File: config.mk
export PLATFORM = sky130hd
export DESIGN_NAME = id_stage
export DESIGN_NICKNAME = d
export VERILOG_FILES = /design/src/rtl/primus_pkg.sv /design/src/rtl/id_stage_imm_gen.sv /design/src/rtl/id_stage.sv
export SDC_FILE = /design/constraint.sdc
export NUM_CORES = 1
export LEC_CHECK = 0
export CORE_MARGIN = 2
export CORE_UTILIZATION = 40
export DETAILED_ROUTE_END_ITERATION = 6
export PLACE_DENSITY = 0.77
export SYNTH_ARGS = -nofsm -noshare
export SYNTH_HDL_FRONTEND = slang
export SYNTH_SLANG_ARGS = --single-unit
File: constraint.sdc
create_clock -name clk_i -period 11.4 [get_ports clk_i]
set_input_delay 2.28 -clock clk_i [delete_from_list [all_inputs] [get_ports clk_i]]
set_output_delay 2.28 -clock clk_i [all_outputs]
set_load 0.02 [all_outputs]
File: src/rtl/primus_pkg.sv
// Shared RV32I decode definitions: opcodes, ALU/immediate selectors and the
// ID/EX pipeline-register layout.
package primus_pkg;

   localparam int DATA_W = 32;

   localparam logic [6:0] OP_LUI    = 7'b0110111;
   localparam logic [6:0] OP_AUIPC  = 7'b0010111;
   localparam logic [6:0] OP_JAL    = 7'b1101111;
   localparam logic [6:0] OP_JALR   = 7'b1100111;
   localparam logic [6:0] OP_BRANCH = 7'b1100011;
   localparam logic [6:0] OP_LOAD   = 7'b0000011;
   localparam logic [6:0] OP_STORE  = 7'b0100011;
   localparam logic [6:0] OP_IMM    = 7'b0010011;
   localparam logic [6:0] OP_REG    = 7'b0110011;
   localparam logic [6:0] OP_SYSTEM = 7'b1110011;
   localparam logic [6:0] OP_FENCE  = 7'b0001111;

   typedef enum logic [3:0] {
      ALU_ADD    = 4'd0,
      ALU_SUB    = 4'd1,
      ALU_SLL    = 4'd2,
      ALU_SLT    = 4'd3,
      ALU_SLTU   = 4'd4,
      ALU_XOR    = 4'd5,
      ALU_SRL    = 4'd6,
      ALU_SRA    = 4'd7,
      ALU_OR     = 4'd8,
      ALU_AND    = 4'd9,
      ALU_PASS_B = 4'd10
   } alu_op_e;

   typedef enum logic [2:0] {
      IMM_I = 3'd0,
      IMM_S = 3'd1,
      IMM_B = 3'd2,
      IMM_U = 3'd3,
      IMM_J = 3'd4
   } imm_sel_e;

   typedef struct packed {
      logic              valid;
      logic [DATA_W-1:0] pc;
      logic [DATA_W-1:0] rs1_data;
      logic [DATA_W-1:0] rs2_data;
      logic [DATA_W-1:0] imm;
      logic [4:0]        rd;
      logic [2:0]        funct3;
      alu_op_e           alu_op;
      logic              alu_src_imm;
      logic              reg_write;
      logic              mem_read;
      logic              mem_write;
      logic              branch;
      logic              jump;
      logic              illegal;
   } id_ex_t;

   // alt_sub selects SUB for funct3=000, alt_sra selects SRA for funct3=101.
   function automatic alu_op_e alu_from_f3(input logic [2:0] f3,
                                           input logic alt_sub,
                                           input logic alt_sra);
      alu_op_e op;
      case (f3)
         3'b000:  op = alt_sub ? ALU_SUB : ALU_ADD;
         3'b001:  op = ALU_SLL;
         3'b010:  op = ALU_SLT;
         3'b011:  op = ALU_SLTU;
         3'b100:  op = ALU_XOR;
         3'b101:  op = alt_sra ? ALU_SRA : ALU_SRL;
         3'b110:  op = ALU_OR;
         default: op = ALU_AND;
      endcase
      return op;
   endfunction

endpackage

File: src/rtl/id_stage_imm_gen.sv
// Immediate generator: extracts and sign-extends the I/S/B/U/J immediate
// from the raw instruction word.
module imm_gen
   import primus_pkg::*;
#(
   parameter int XLEN = 32
) (
   input  logic [31:0]     ir_i,
   input  imm_sel_e        sel_i,
   output logic [XLEN-1:0] imm_o
);

   always_comb begin
      imm_o = '0;
      case (sel_i)
         IMM_I: imm_o = {{(XLEN-12){ir_i[31]}}, ir_i[31:20]};
         IMM_S: imm_o = {{(XLEN-12){ir_i[31]}}, ir_i[31:25], ir_i[11:7]};
         IMM_B: imm_o = {{(XLEN-13){ir_i[31]}}, ir_i[31], ir_i[7],
                         ir_i[30:25], ir_i[11:8], 1'b0};
         IMM_U: imm_o = {{(XLEN-32){ir_i[31]}}, ir_i[31:12], 12'h000};
         IMM_J: imm_o = {{(XLEN-21){ir_i[31]}}, ir_i[31], ir_i[19:12],
                         ir_i[20], ir_i[30:21], 1'b0};
         default: imm_o = '0;
      endcase
   end

endmodule

File: src/rtl/id_stage.sv
// RV32I decode stage: decodes the fetched word, detects load-use hazards and
// holds the result in the ID/EX pipeline register.
module id_stage
   import primus_pkg::*;
#(
   parameter int          XLEN     = 32,
   parameter logic [31:0] RESET_PC = 32'h0000_0000
) (
   input  logic            clk_i,
   input  logic            rst_i,
   input  logic [31:0]     ir_i,
   input  logic [XLEN-1:0] npc_i,
   input  logic            valid_i,
   output logic            ready_o,
   input  logic            flush_i,
   output logic [4:0]      rs1_addr_o,
   output logic [4:0]      rs2_addr_o,
   input  logic [XLEN-1:0] rs1_data_i,
   input  logic [XLEN-1:0] rs2_data_i,
   input  logic [4:0]      ex_rd_i,
   input  logic            ex_is_load_i,
   output logic            valid_o,
   input  logic            ready_i,
   output logic [XLEN-1:0] pc_o,
   output logic [XLEN-1:0] rs1_data_o,
   output logic [XLEN-1:0] rs2_data_o,
   output logic [XLEN-1:0] imm_o,
   output logic [4:0]      rd_o,
   output logic [2:0]      funct3_o,
   output logic [3:0]      alu_op_o,
   output logic            alu_src_imm_o,
   output logic            reg_write_o,
   output logic            mem_read_o,
   output logic            mem_write_o,
   output logic            branch_o,
   output logic            jump_o,
   output logic            illegal_o
);

   // Handshakes: a transfer happens on a rising edge where valid and ready are
   // both high; valid never depends on ready, and a held valid keeps its data.

   logic [6:0]      opcode;
   logic [2:0]      funct3;
   logic [6:0]      funct7;
   logic [4:0]      rd;
   logic [XLEN-1:0] imm;
   imm_sel_e        imm_sel;
   logic            uses_rs1;
   logic            uses_rs2;
   logic            hazard;
   logic            load_en;
   id_ex_t          dec_d;
   id_ex_t          id_ex_q;

   assign opcode     = ir_i[6:0];
   assign rd         = ir_i[11:7];
   assign funct3     = ir_i[14:12];
   assign funct7     = ir_i[31:25];
   assign rs1_addr_o = ir_i[19:15];
   assign rs2_addr_o = ir_i[24:20];

   always_comb begin
      imm_sel = IMM_I;
      case (opcode)
         OP_STORE:        imm_sel = IMM_S;
         OP_BRANCH:       imm_sel = IMM_B;
         OP_LUI, OP_AUIPC: imm_sel = IMM_U;
         OP_JAL:          imm_sel = IMM_J;
         default:         imm_sel = IMM_I;
      endcase
   end

   imm_gen #(.XLEN(XLEN)) u_imm_gen (
      .ir_i  (ir_i),
      .sel_i (imm_sel),
      .imm_o (imm)
   );

   always_comb begin
      dec_d          = '0;
      dec_d.valid    = 1'b1;
      dec_d.pc       = npc_i - XLEN'(4);
      dec_d.rs1_data = rs1_data_i;
      dec_d.rs2_data = rs2_data_i;
      dec_d.imm      = imm;
      dec_d.rd       = rd;
      dec_d.funct3   = funct3;
      dec_d.alu_op   = ALU_ADD;
      uses_rs1       = 1'b0;
      uses_rs2       = 1'b0;
      case (opcode)
         OP_LUI: begin
            dec_d.alu_op      = ALU_PASS_B;
            dec_d.alu_src_imm = 1'b1;
            dec_d.reg_write   = 1'b1;
         end
         OP_AUIPC: begin
            dec_d.alu_src_imm = 1'b1;
            dec_d.reg_write   = 1'b1;
         end
         OP_JAL: begin
            dec_d.alu_src_imm = 1'b1;
            dec_d.reg_write   = 1'b1;
            dec_d.jump        = 1'b1;
         end
         OP_JALR: begin
            uses_rs1          = 1'b1;
            dec_d.alu_src_imm = 1'b1;
            dec_d.reg_write   = 1'b1;
            dec_d.jump        = 1'b1;
         end
         OP_BRANCH: begin
            uses_rs1      = 1'b1;
            uses_rs2      = 1'b1;
            dec_d.alu_op  = ALU_SUB;
            dec_d.branch  = 1'b1;
         end
         OP_LOAD: begin
            uses_rs1          = 1'b1;
            dec_d.alu_src_imm = 1'b1;
            dec_d.reg_write   = 1'b1;
            dec_d.mem_read    = 1'b1;
         end
         OP_STORE: begin
            uses_rs1          = 1'b1;
            uses_rs2          = 1'b1;
            dec_d.alu_src_imm = 1'b1;
            dec_d.mem_write   = 1'b1;
         end
         OP_IMM: begin
            uses_rs1          = 1'b1;
            dec_d.alu_src_imm = 1'b1;
            dec_d.reg_write   = 1'b1;
            dec_d.alu_op      = alu_from_f3(funct3, 1'b0, funct7[5]);
            // Only shift-immediates carry a funct7 field
            if (funct3 == 3'b001 && funct7 != 7'b0000000)
               dec_d.illegal = 1'b1;
            if (funct3 == 3'b101 && funct7 != 7'b0000000 && funct7 != 7'b0100000)
               dec_d.illegal = 1'b1;
         end
         OP_REG: begin
            uses_rs1        = 1'b1;
            uses_rs2        = 1'b1;
            dec_d.reg_write = 1'b1;
            dec_d.alu_op    = alu_from_f3(funct3, funct7[5], funct7[5]);
            if (!(funct7 == 7'b0000000 ||
                  (funct7 == 7'b0100000 && (funct3 == 3'b000 || funct3 == 3'b101))))
               dec_d.illegal = 1'b1;
         end
         OP_SYSTEM: uses_rs1 = 1'b1;
         OP_FENCE:  ;
         default:   dec_d.illegal = 1'b1;
      endcase
      if (dec_d.illegal) begin
         dec_d.alu_op      = ALU_ADD;
         dec_d.alu_src_imm = 1'b0;
         dec_d.reg_write   = 1'b0;
         dec_d.mem_read    = 1'b0;
         dec_d.mem_write   = 1'b0;
         dec_d.branch      = 1'b0;
         dec_d.jump        = 1'b0;
      end
      if (rd == 5'd0)
         dec_d.reg_write = 1'b0;
   end

   assign hazard = valid_i & ex_is_load_i & (ex_rd_i != 5'd0) &
                   ((uses_rs1 & (ex_rd_i == rs1_addr_o)) |
                    (uses_rs2 & (ex_rd_i == rs2_addr_o)));

   assign load_en = ~id_ex_q.valid | ready_i;
   assign ready_o = load_en & ~hazard & ~rst_i;

   always_ff @(posedge clk_i or posedge rst_i) begin
      if (rst_i) begin
         id_ex_q    <= '0;
         id_ex_q.pc <= RESET_PC;
      end else if (flush_i) begin
         id_ex_q.valid     <= 1'b0;
         id_ex_q.reg_write <= 1'b0;
         id_ex_q.mem_read  <= 1'b0;
         id_ex_q.mem_write <= 1'b0;
         id_ex_q.branch    <= 1'b0;
         id_ex_q.jump      <= 1'b0;
         id_ex_q.illegal   <= 1'b0;
      end else if (load_en) begin
         if (valid_i && ready_o) begin
            id_ex_q <= dec_d;
         end else if (hazard) begin
            id_ex_q.valid     <= 1'b0;
            id_ex_q.reg_write <= 1'b0;
            id_ex_q.mem_read  <= 1'b0;
            id_ex_q.mem_write <= 1'b0;
            id_ex_q.branch    <= 1'b0;
            id_ex_q.jump      <= 1'b0;
            id_ex_q.illegal   <= 1'b0;
         end else begin
            id_ex_q.valid <= 1'b0;
         end
      end
   end

   assign valid_o       = id_ex_q.valid;
   assign pc_o          = id_ex_q.pc;
   assign rs1_data_o    = id_ex_q.rs1_data;
   assign rs2_data_o    = id_ex_q.rs2_data;
   assign imm_o         = id_ex_q.imm;
   assign rd_o          = id_ex_q.rd;
   assign funct3_o      = id_ex_q.funct3;
   assign alu_op_o      = id_ex_q.alu_op;
   assign alu_src_imm_o = id_ex_q.alu_src_imm;
   assign reg_write_o   = id_ex_q.reg_write;
   assign mem_read_o    = id_ex_q.mem_read;
   assign mem_write_o   = id_ex_q.mem_write;
   assign branch_o      = id_ex_q.branch;
   assign jump_o        = id_ex_q.jump;
   assign illegal_o     = id_ex_q.illegal;

endmodule

# Word level (Yosys, flattened, before mapping)
# Index checks and enable logic that the tools add are counted.
[word_totals]
in_bits = 139
reg_bits = 148
word_cells = 106
out_inout_bits = 159
[op_classes]
n_mux = 28
reduce_logical = 24
eq_ne = 25
addsub = 1
bitwise = 13
[op_table]
columns = ["op", "n"]
rows = [
  ["$pmux W32 S5", 1],
  ["$mux W148", 1],
  ["$mux W141", 1],
  ["$pmux W4 S7", 2],
  ["$sub A32 B3 Y32 const B", 1],
  ["$eq A7 B6 Y1 const B", 4],
  ["$eq A7 B7 Y1 const B", 4],
  ["$reduce_or A7 Y1", 3],
  ["$mux W6", 3],
  ["$mux W1", 16],
  ["$pmux W4 S4", 1],
  ["$eq A7 B5 Y1 const B", 2],
  ["$eq A3 B2 Y1 const B", 4],
  ["$eq A3 B3 Y1 const B", 4],
  ["$pmux W3 S4", 1],
  ["$eq A5 B5 Y1", 2],
  ["$mux W10", 1],
  ["$reduce_or A9 Y1", 1],
  ["$and A1 B1 Y1", 7],
  ["$eq A7 B2 Y1 const B", 1],
  ["$eq A7 B4 Y1 const B", 1],
  ["$logic_not A7 Y1", 1],
  ["$ne A7 B6 Y1 const B", 1],
  ["$reduce_bool A7 Y1", 1],
  ["15 further kinds", 27],
]

# Logic depth before layout (Yosys ltp)
# Gate-level depths: netlist of the first run.
[logic_depth]
ltp_word = 13
mapped_depth = 9

# Hierarchy
# From an unflattened synthesis of the first run, not the netlist that was laid out.
[hier_totals]
hier_cells = 602
area_unflattened_um2 = 7568.5
[by_module_without_submodules]
columns = ["mod", "cells_per_inst", "seq_area_each_um2", "area_per_inst_um2", "n_inst"]
rows = [
  ["id_stage", 508, 3703.6, 7028.0, 1],
  ["imm_gen", 94, 0.0, 540.5, 1],
]

# Worst setup path after synthesis of the first run
# Ideal clock, no wire load.
[synth_timing]
path_kind = "input to output"
from = "input port ex_rd_i[1]"
to = "output port ready_o"
setup_slack_ns = 5.571
arrival_time_ns = 3.549
path_buffers = 0
path_stages = 4
path_cell_list = "or4_1 -> o211ai_1 -> a21oi_1 -> nor3_1"
[synth_via]
elab_chain_cells = 7
[synth_rtl]
columns = ["element", "line_no", "text"]
rows = [
  ["start: declaration", "id_stage.sv:20", "input logic [4:0] ex_rd_i,"],
  ["$eq A5 B5 Y1 (on tied branches)", "id_stage.sv:169, id_stage.sv:170", ""],
  ["$and A1 B1 Y1 (on tied branches)", "id_stage.sv:169, id_stage.sv:170", ""],
  ["$or A1 B1 Y1", "id_stage.sv:169", "((uses_rs1 & (ex_rd_i == rs1_addr_o)) |"],
  ["$and A1 B1 Y1 *", "id_stage.sv:168", "assign hazard = valid_i & ex_is_load_i & (ex_rd_i != 5'd0) &"],
  ["$not A1 Y1 *", "id_stage.sv:173", "assign ready_o = load_en & ~hazard & ~rst_i;"],
  ["$and A1 B1 Y1 * (2 in series)", "id_stage.sv:173", ""],
  ["end: declaration", "id_stage.sv:14", "output logic ready_o,"],
]
# Every way passes the cells marked *; elsewhere a longest branch is shown, timed or not.

# Final worst setup path of the first run
[layout_timing]
from = "input port ir_i[2]"
to = "output port ready_o"
[layout_via]
elab_chain_cells = 9
[layout_rtl]
columns = ["element", "line_no", "text"]
rows = [
  ["start: declaration", "id_stage.sv:11", "input logic [31:0] ir_i,"],
  ["$eq A7 B6 Y1 (tied with other cells)", "id_stage.sv:92", "case (opcode)"],
  ["$reduce_or A7 Y1 (no line) or $reduce_or A3 Y1 (tied branches)", "n/a", ""],
  ["$mux W1", "id_stage.sv:92", ""],
  ["$and A1 B1 Y1 (on tied branches)", "id_stage.sv:169, id_stage.sv:170", ""],
  ["$or A1 B1 Y1 *", "id_stage.sv:169", ""],
  ["$and A1 B1 Y1 *", "id_stage.sv:168", ""],
  ["$not A1 Y1 *", "id_stage.sv:173", ""],
  ["$and A1 B1 Y1 * (2 in series)", "id_stage.sv:173", ""],
]
# Marked as above.

==> results.md, run 1 <==
- Vias per cell: 4.94
- TritonCTS buffer count: 17
- Clock skew: 0.0106 ns
- Largest net degree at the start of global routing: 79
- Rel. slew slack: 24.3%
- GR Util met3: 7.08%
- Dpl ws: 4.11 ns
- N_diodes: 0
- Measured slew at the worst slew-check pin: 1.13 ns
- Final setup vio count: 0
- Reg2Reg Depth: 7
- Max_cap viols: 0
- I/O pin count: 298
- Nets: 1,002
- PortBufs: 297
- Cells after DPL: 1,068
- CTS Buffer Depth: 2
- CTS sink cnt: 148
- Hold-fix buffers, CTS: 0
- Endpoints failing hold: 0
- Clock Pin Slew Worst Setup and Hold Paths: 0.07 ns
- Syn_nets: 721
- Period utilization: 64.6%
- M2 GR Usage: 34.6%
- First-pass GRT wire length: 29.3 mm
- Sw power: 0.559 mW
- Mapped Cells: 581
- Grt total ovfl: 0
- Worst setup SP type: primary input
- RSZ-0062 raised after global routing: false
- Layout area overhead: 52.3%
- Net Sw Frac: 31.2%
- Outcome: complete, no violations
- Final setup margin: 4.04 ns
- CTS-repair resized insts: 0
- GR met1 Demand/Resource: 25.2%
- Vias post-DR: 5,427
- Antenna violations before repair: 0
- Combinational fraction of design power: 31.8%
- Setup TNS: 0 ns
- DRC: 0
- Slew Limit Fails: 0
- CP Capture Type: output pin
- Synth top area share: 53.2%
- Seq cells post-synth: 148
- Die Ht: 136 um
- Drt pass-1 iters: 4
- Mapped Area: 6960 um2
- Initial core utilization: 40.5%
- Synth cell types: 50
- H-tree depth: 4
- Part of the Yosys area used for sequential elements: 53.2%
- Worst Setup Path Type: primary input to output pin
- DPL Wire Length: 14.5 mm
- Vias in the first global route: 5,396
- Cell Count, Final, Fillers Out: 1,099
- Most used DFF post-synth: dfrtp_1
- Asr flop ratio synth: 100%
- Maximum VDD drop: 0.0981 mV
- Area of the die: 18,500 um2
- Hold Path Class: flip-flop to flip-flop
- Synth area leaders: dfrtp_1 53%, mux2_2 18%, mux2i_1 3.9%
- Worst Path Max Fanout: 16
- Critical path data arrival time: 5.08 ns
- Fraction of layout cells with a size suffix above 1: 18.0%
- Critical Path RT: 9.12 ns
- Wire length per cell: 17.6 um
- Cell leakage power: 4.37 nW
- Die W: 136 um
- Hold Path Cell Cnt: 1
- Clock network power share: 30.4%
- Row count: 48
- GR peak layer: met2
- Clock latency on the worst-skew pair: 0.42 ns
- DRT Wirelength: 19.4 mm
- 1st-iter DRT viols: 239
- Antenna violation net count after detailed routing: 0
- CTS tree: built
- Syn_area_per_cell: 12.0 um2
- Period minus WS final: 7.36 ns
- PwrDens: 169 nW/um2
- GR Util All Layers: 20.7%
- RePlAce Congestion: 0.841
- Fmax achieved: 0.136 GHz
- Synth area leader: dfrtp_1
- Synth Warn #: 0
- Number of synthesized flops with an enable pin: 0
- CTS Root Cell: clkbuf_16
- Fillers: 1,442
- Core area: 17,200 um2
- Min Hold Slack: 0.483 ns
- Cell internal pwr: 1.23 mW
- Flop pwr share: 37.8%
- DP Area: 10,000 um2
- Postcts setup bufs: 0
- Finished Cell Area: 10,600 um2
## power by group through the flow
| stage | Combinational (mW) | Clock [mW] | Sequential (mW) |
|---|---|---|---|
| after floorplan | 0.138 | 0 | 0.813 |
| after CTS | 0.576 | 0.561 | 0.679 |
| after global placement | 0.569 | 0 | 0.683 |
| after detailed placement | 0.573 | 0 | 0.688 |
| final | 0.570 | 0.545 | 0.677 |
| after global routing | 0.602 | 0.583 | 0.691 |
## layout by cell type, fill, tap and decap left out, types with 2 or more instances in the layout
master,netlist,layout
o211ai_1,2,2
and3_1,2,2
nor2_1,23,23
buf_4,10,4
nor4_1,8,8
a32o_1,3,3
nand4b_1,2,2
or3_1,4,4
and2_1,2,2
clkinvlp_4,0,4
clkinv_4,0,2
nand2_1,40,40
dfrtp_1,148,148
nor3_1,14,14
nand3_1,10,10
clkdlybuf4s50_1,0,297
or4_1,3,3
inv_8,0,2
xnor2_1,11,11
nand2b_1,5,5
inv_6,0,6
or4_4,2,2
xor2_1,26,26
a21oi_1,27,27
inv_1,32,31
nor3b_1,2,2
o21ai_0,4,4
o32ai_1,3,3
a211o_1,2,2
mux2i_1,27,27
clkbuf_16,0,17
mux2_2,114,114
o2bb2ai_1,2,2
nor2b_1,6,6
## cells by family (layout without fill, tap and decap cells)
kind of cell / Yosys count / after routing / synth area share [%]
fa+ha+maj: 1 / 1 / 0.180
xor+xnor: 37 / 37 / 4.66
compound gates: 50 / 50 / 4.60
simple gates: 132 / 132 / 9.96
flops: 148 / 148 / 53.2
mux: 142 / 142 / 22.5
buf+inv: 71 / 364 / 4.91
## cell type report
type	instances	area, um2	area share (%)
Clock buffer	17	425	4.01
Clock inverter	14	144	1.36
Inverter	32	125	1.18
Multi-Input combinational cell	362	2920	27.6
Sequential cell	148	3700	34.9
Tap cell	225	282	2.65
Timing Repair Buffer	301	3000	28.3
## critical path: stages
cell             delay, ns
clkdlybuf4s50_1       0.67
nand4bb_1             0.48
nor3_1                0.26
nand4_1               0.12
a21oi_1               0.53
nor3_1                0.12
clkdlybuf4s50_1       0.61
## worst paths after layout
check | startpoint | to | slack (ns)
worst max-delay path | ir_i[2] | ready_o | 4.04
worst min-delay path | rs1_data_o[31] | rs1_data_o[31] | 0.48
worst max register to register | valid_o | imm_o[3] | 8.61
worst min register to register | rs1_data_o[31] | rs1_data_o[31] | 0.48
max in group asynchronous | rst_i | rs1_data_o[26] | 7.64
min in group asynchronous | rst_i | reg_write_o | 2.39
## registers in the layout, summed over array words and instances, names as in the netlist, 3 cells and up
register,cells
imm_o,32
pc_o,32
rs1_data_o,32
rs2_data_o,32
rd_o,5
alu_op_o,4
funct3_o,3
## synth_stat cells, drive strengths merged (5+ instances only)
cell and instances:
nor3 15, nand2b 5, buf 24, mux2 115, nor2 23, nor2b 6, mux2i 27, nand3 10
inv 32, xnor2 11, or4 5, a21oi 27, clkbuf 15, dfrtp 148, nor4 9, xor2 26
nand2 40
## through the flow
stage	utilization, %	total power [mW]
floorplan	-	0.950
global placement	58.4	1.25
detailed placement	58.4	1.26
CTS	61.7	1.82
global route	61.7	1.88
finish	61.7	1.79
## metal layers
layer | share of wire (%) | vias up
li1 | - | 2576
met1 | 41 | 2637
met2 | 50 | 194
met3 | 7.8 | 20
met4 | 1.6 | 0
met5 | 0 | -
Note: power is estimated with default switching activity, not from simulation.
==> run 2: changes to the inputs <==
==> constraint.sdc (replaced) <==
create_clock -name clk_i -period 7.3 [get_ports clk_i]
set_input_delay 1.46 -clock clk_i [delete_from_list [all_inputs] [get_ports clk_i]]
set_output_delay 1.46 -clock clk_i [all_outputs]
set_load 0.02 [all_outputs]
==> run 2 against run 1 <==
Clock skew down 0.0014 ns. Routed wire length up 0.23%. Cell count unchanged. Clock-buffer cell count up 2. Largest cell class unchanged. Largest power group unchanged.
==> results.md, run 2 (synthesized netlist as in run 1, its figures left out) <==
- 1st-iter DRT viols: 259
- CP bufs+invs: 2
- H-tree depth: 4
- Slew Limit Fails: 0
- Grt total ovfl: 0
- Antenna violations before repair: 0
- PortBufs: 297
- Vias per cell: 4.92
- GR Util All Layers: 20.8%
- Layout area overhead: 51.7%
- Period utilization: 77.9%
- M1 WL: 7.84 mm
- First-pass GRT wire length: 29.4 mm
- TritonCTS buffer count: 17
- Outcome: complete, no violations
- Routed length on met2: 9.65 mm
- RePlAce Congestion: 0.844
- Endpoints failing hold: 0
- Clock skew: 0.00914 ns
- Clock latency on the worst-skew pair: 0.42 ns
- Max_cap viols: 0
- DPL Wire Length: 14.5 mm
- N_diodes: 0
- Metal3 WL: 1.46 mm
- Core area: 17,200 um2
- Top layer in use: met4
- Die Ht: 136 um
- Crit-path max cell delay: 0.68 ns
- Antenna violation net count after detailed routing: 0
- Hold Path Class: flip-flop to flip-flop
- Worst reg-to-reg setup slack: 5.24 ns
- Rel. slew slack: 35.2%
- Critical path data arrival time: 4.23 ns
- Commonest non-fill, non-tap cells in the layout: 297 x clkdlybuf4s50_1, 148 x dfrtp_1, 114 x mux2_2
- Area of the die: 18,500 um2
- Period minus WS final: 5.69 ns
- Cells after DPL: 1,068
- Cell leakage power: 4.35 nW
- DRC: 0
- DRT Wirelength: 19.4 mm
- Fmax achieved: 0.176 GHz
- Postcts setup bufs: 0
- Maximum VDD drop: 0.165 mV
- Setup TNS: 0 ns
- Hold-fix buffers, CTS: 0
- Crit-path leading delay family: buffers and inverters
- CP Capture Type: output pin
- Row count: 48
- CTS Buffer Depth: 2
- Final setup vio count: 0
- Net Sw Frac: 31.0%
- CTS Root Cell: clkbuf_16
- Commonest non-fill, non-tap cell in the layout: clkdlybuf4s50_1
- CTS sink cnt: 148
- RSZ-0062 raised after global routing: false
- Sw power: 0.848 mW
- Critical Path RT: 5.84 ns
- Fraction of layout cells with a size suffix above 1: 17.8%
- Initial core utilization: 40.5%
- PwrDens: 259 nW/um2
- CTS tree: built
- CP max-delay cell: clkdlybuf4s50_1
- Crit-path cells: clkdlybuf4s50_1 > nand4bb_1 > nor3_1 > nand4_1 > a21oi_1 > nor3_1 > clkdlybuf4s50_1
- Combinational fraction of design power: 32.5%
- Flop pwr share: 38.7%
- Measured slew at the worst slew-check pin: 0.972 ns
- I/O pin count: 298
- Nets: 1,002
- Worst Setup Path Type: primary input to output pin
- Cell internal pwr: 1.89 mW
- Vias post-DR: 5,411
- CTS-repair resized insts: 0
- Clock network power share: 28.8%
- Clock Pin Slew Worst Setup and Hold Paths: 0.06 ns
- Worst setup SP type: primary input
- Vias in the first global route: 5,369
- Worst Path Max Fanout: 16
- Die W: 136 um
- Wire length per cell: 17.7 um
- Cell Count, Final, Fillers Out: 1,099
- Drt pass-1 iters: 4
- Largest net degree at the start of global routing: 79
==> run 2: cell count changes in the layout (fill, tap and decap cells not counted) <==
cell / delta
clkbuf_1: +1
bufinv_16: -1
clkbuf_8: +1
inv_6: -3
clkinv_4: -1
inv_8: -2
clkinvlp_4: +1
clkinv_2: +4
==> run 2: worst paths after layout <==
| kind | start | end | cells after the start |
|---|---|---|---|
| max | ir_i[2] | ready_o | 7 |
| min | rs1_data_o[31] | rs1_data_o[31] | 1 |
| max reg2reg | valid_o | rs1_data_o[22] | 6 |
| min reg2reg | rs1_data_o[31] | rs1_data_o[31] | 1 |
| max in group asynchronous | rst_i | rd_o[1] | 3 |
| min in group asynchronous | rst_i | imm_o[30] | 2 |
==> run 2: layout make-up <==
| cell class | instances | area, um2 |
|---|---|---|
| Clock buffer | 19 | 443 |
| Clock inverter | 12 | 83.8 |
| Fill cell | 1442 | 6620 |
| Inverter | 32 | 125 |
| Multi-Input combinational cell | 362 | 2920 |
| Sequential cell | 148 | 3700 |
| Tap cell | 225 | 282 |
| Timing Repair Buffer | 301 | 3000 |
==> run 2: power groups by stage <==
stage                     registers [mW]  clock network (mW)  logic [mW]
after global routing                1.08               0.847       0.940
after global placement              1.07                   0       0.888
after floorplan                     1.27                   0       0.215
final                               1.06               0.787       0.891
after CTS                           1.06               0.810       0.899
after detailed placement            1.07                   0       0.895
==> run 2: per-layer routing <==
metal	vias up	track usage (%)
li1	2574	-
met3	31	5.89
met1	2590	25.3
met4	0	8.80
met5	-	0
met2	216	34.8
==> run 2: stage by stage <==
stage / hold WS (ns) / util, % / power, mW / worst slack [ns] / area [um2]
3_5_place_dp: 0.477 / 58.4 / 1.97 / 1.63 / 10000
6_report: 0.490 / 61.5 / 2.74 / 1.61 / 10600
4_1_cts: 0.493 / 61.5 / 2.77 / 1.63 / 10600
2_1_floorplan: 0.597 / - / 1.48 / 1.86 / 6960
3_3_place_gp: 0.473 / 58.4 / 1.95 / 1.72 / 10000
5_1_grt: 0.508 / 61.5 / 2.87 / 1.36 / 10600
==> run 2: worst reg2reg max path, stage by stage, from the launching register on <==
cell and delay [ns]:
dfrtp_1 0.39, nor2b_1 0.15, nor2_1 0.13, nand2_1 0.11, nor3_4 0.15, buf_4 0.56
mux2_2 0.46
==> run 3: changes to the inputs <==
--- a/config.mk
+++ b/config.mk
@@ -6,9 +6,9 @@
 export NUM_CORES = 1
 export LEC_CHECK = 0
 export CORE_MARGIN = 2
-export CORE_UTILIZATION = 40
+export CORE_UTILIZATION = 39
 export DETAILED_ROUTE_END_ITERATION = 6
-export PLACE_DENSITY = 0.77
+export PLACE_DENSITY = 0.79
 export SYNTH_ARGS = -nofsm -noshare
 export SYNTH_HDL_FRONTEND = slang
 export SYNTH_SLANG_ARGS = --single-unit
==> constraint.sdc (replaced) <==
create_clock -name clk_i -period 4.8 [get_ports clk_i]
set_input_delay 0.96 -clock clk_i [delete_from_list [all_inputs] [get_ports clk_i]]
set_output_delay 0.96 -clock clk_i [all_outputs]
set_load 0.02 [all_outputs]
==> run 3 against run 2 <==
Setup slack got worse by 1.3 ns. Die area rose by 2.5%. Total power increased by 60%. Clock-buffer cell count shrank 1. Register-to-register slack got worse by 2.4 ns. Critical path type unchanged. Critical endpoint unchanged. Largest power group unchanged.
==> results.md, run 3 (synthesized netlist as in run 1, its figures left out) <==
- Outcome: complete, no violations
- PortBufs: 297
- Grt total ovfl: 0
- CTS tree: built
- DP Area: 10,100 um2
- DRC: 0
- Cells after DPL: 1,072
- Vias per cell: 5.02
- Postcts setup bufs: 0
- Maximum VDD drop: 0.251 mV
- CTS sink cnt: 148
- Endpoints failing hold: 0
- Max_cap viols: 0
- Fillers: 1,400
- 1st-iter DRT viols: 321
- Antenna violations before repair: 0
- CTS Buffer Depth: 2
- Largest net degree at the start of global routing: 77
- First-pass GRT wire length: 30.2 mm
- Combinational fraction of design power: 31.1%
- Drt pass-1 iters: 4
- Period utilization: 92.9%
- Initial core utilization: 40.1%
- Clock network power share: 32.2%
- Hold-fix buffers, CTS: 0
- Setup TNS: 0 ns
- Commonest non-fill, non-tap cells in the layout: 297 x clkdlybuf4s50_1, 148 x dfrtp_1, 114 x mux2_2
- RePlAce Congestion: 0.890
- CTS Root Cell: clkbuf_16
- Die W: 138 um
- Worst Setup Path Type: primary input to output pin
- Metal3 WL: 1.99 mm
- M1 WL: 7.84 mm
- DRT Wirelength: 20.1 mm
- Multi-input gate area: 2920 um2
- GR Util All Layers: 20.9%
- Cell Count, Final, Fillers Out: 1,104
- Period minus WS final: 4.46 ns
- Cell leakage power: 4.42 nW
- Fmax achieved: 0.224 GHz
- Sw power: 1.35 mW
- Vias post-DR: 5,538
- Wire length per cell: 18.2 um
- Die Ht: 138 um
- Layout area overhead: 53.8%
- I/O pin count: 298
- Finished Cell Area: 10,700 um2
- Nets: 1,006
- Top layer in use: met4
- RSZ-0062 raised after global routing: false
- Critical path data arrival time: 3.50 ns
- Hold Path Class: flip-flop to flip-flop
- Row count: 48
- Vias in the first global route: 5,524
- Fraction of layout cells with a size suffix above 1: 18.3%
- Measured slew at the worst slew-check pin: 0.886 ns
- Overall power: 4.39 mW
- Clock skew: 0.00958 ns
- DPL Wire Length: 15.2 mm
- Core area: 17,400 um2
- CTS-repair resized insts: 0
- Worst setup SP type: primary input
- Net Sw Frac: 30.7%
- Clock latency on the worst-skew pair: 0.42 ns
- Worst Path Max Fanout: 9
- CP Capture Type: output pin
- Flop pwr share: 36.7%
- Commonest non-fill, non-tap cell in the layout: clkdlybuf4s50_1
- N_diodes: 0
- H-tree depth: 4
- Slew Limit Fails: 0
- Area of the die: 18,900 um2
- Clock Pin Slew Worst Setup and Hold Paths: 0.07 ns
- Critical Path RT: 3.84 ns
- TritonCTS buffer count: 17
- Rel. slew slack: 40.9%
- Final setup vio count: 0
- Antenna violation net count after detailed routing: 0
- PwrDens: 410 nW/um2
- Cell internal pwr: 3.04 mW
- Register area: 3700 um2
- Routed length on met2: 9.85 mm
[run 3: power by group through the flow]
| stage | clock network, mW | registers [mW] | logic (mW) |
|---|---|---|---|
| finish | 1.41 | 1.61 | 1.36 |
| CTS | 1.44 | 1.61 | 1.38 |
| floorplan | 0 | 1.93 | 0.327 |
| global route | 1.50 | 1.64 | 1.44 |
| detailed placement | 0 | 1.63 | 1.37 |
| global placement | 0 | 1.62 | 1.36 |
[run 3: through the flow]
| stage | hold WS, ns | utilization, % | worst slack (ns) |
|---|---|---|---|
| after floorplan | 0.597 | - | 1.61 |
| after global placement | 0.474 | 58.1 | 0.412 |
| after detailed placement | 0.481 | 58.1 | 0.384 |
| after CTS | 0.496 | 61.7 | 0.380 |
| after global routing | 0.512 | 61.7 | 0.182 |
| final | 0.493 | 61.7 | 0.342 |
[run 3: layout make-up]
cell class                      instances  share of cell area (%)
Clock buffer                           18                    4.01
Clock inverter                         14                    1.76
Inverter                               32                    1.16
Multi-Input combinational cell        362                    27.3
Sequential cell                       148                    34.6
Tap cell                              225                    2.63
Timing Repair Buffer                  305                    28.6
[run 3: path summary, 6_finish.rpt]
kind                            cells after the start              to           start  slack (ns)
worst max-delay path                                7         ready_o         ir_i[3]        0.34
worst min-delay path                                1  rs1_data_o[31]  rs1_data_o[31]        0.49
worst max register to register                      6  rs2_data_o[25]         valid_o        2.83
worst min register to register                      1  rs1_data_o[31]  rs1_data_o[31]        0.49
max in group asynchronous                           3       imm_o[19]           rst_i        2.67
min in group asynchronous                           2  rs1_data_o[31]           rst_i        1.02
[run 3: worst max-delay path, stage by stage]
cell and delay, ns:
clkdlybuf4s50_1 0.57, nand4bb_1 0.41, nor3_1 0.24, nand4_1 0.11, a21oi_1 0.51, nor3_1 0.11
clkdlybuf4s50_1 0.58
[run 3: per-layer routing]
| metal | vias up | GRT usage, % |
|---|---|---|
| met1 | 2675 | 25.8 |
| met2 | 248 | 34.4 |
| met4 | 0 | 7.33 |
| met5 | - | 0 |
| met3 | 25 | 6.92 |
| li1 | 2590 | - |
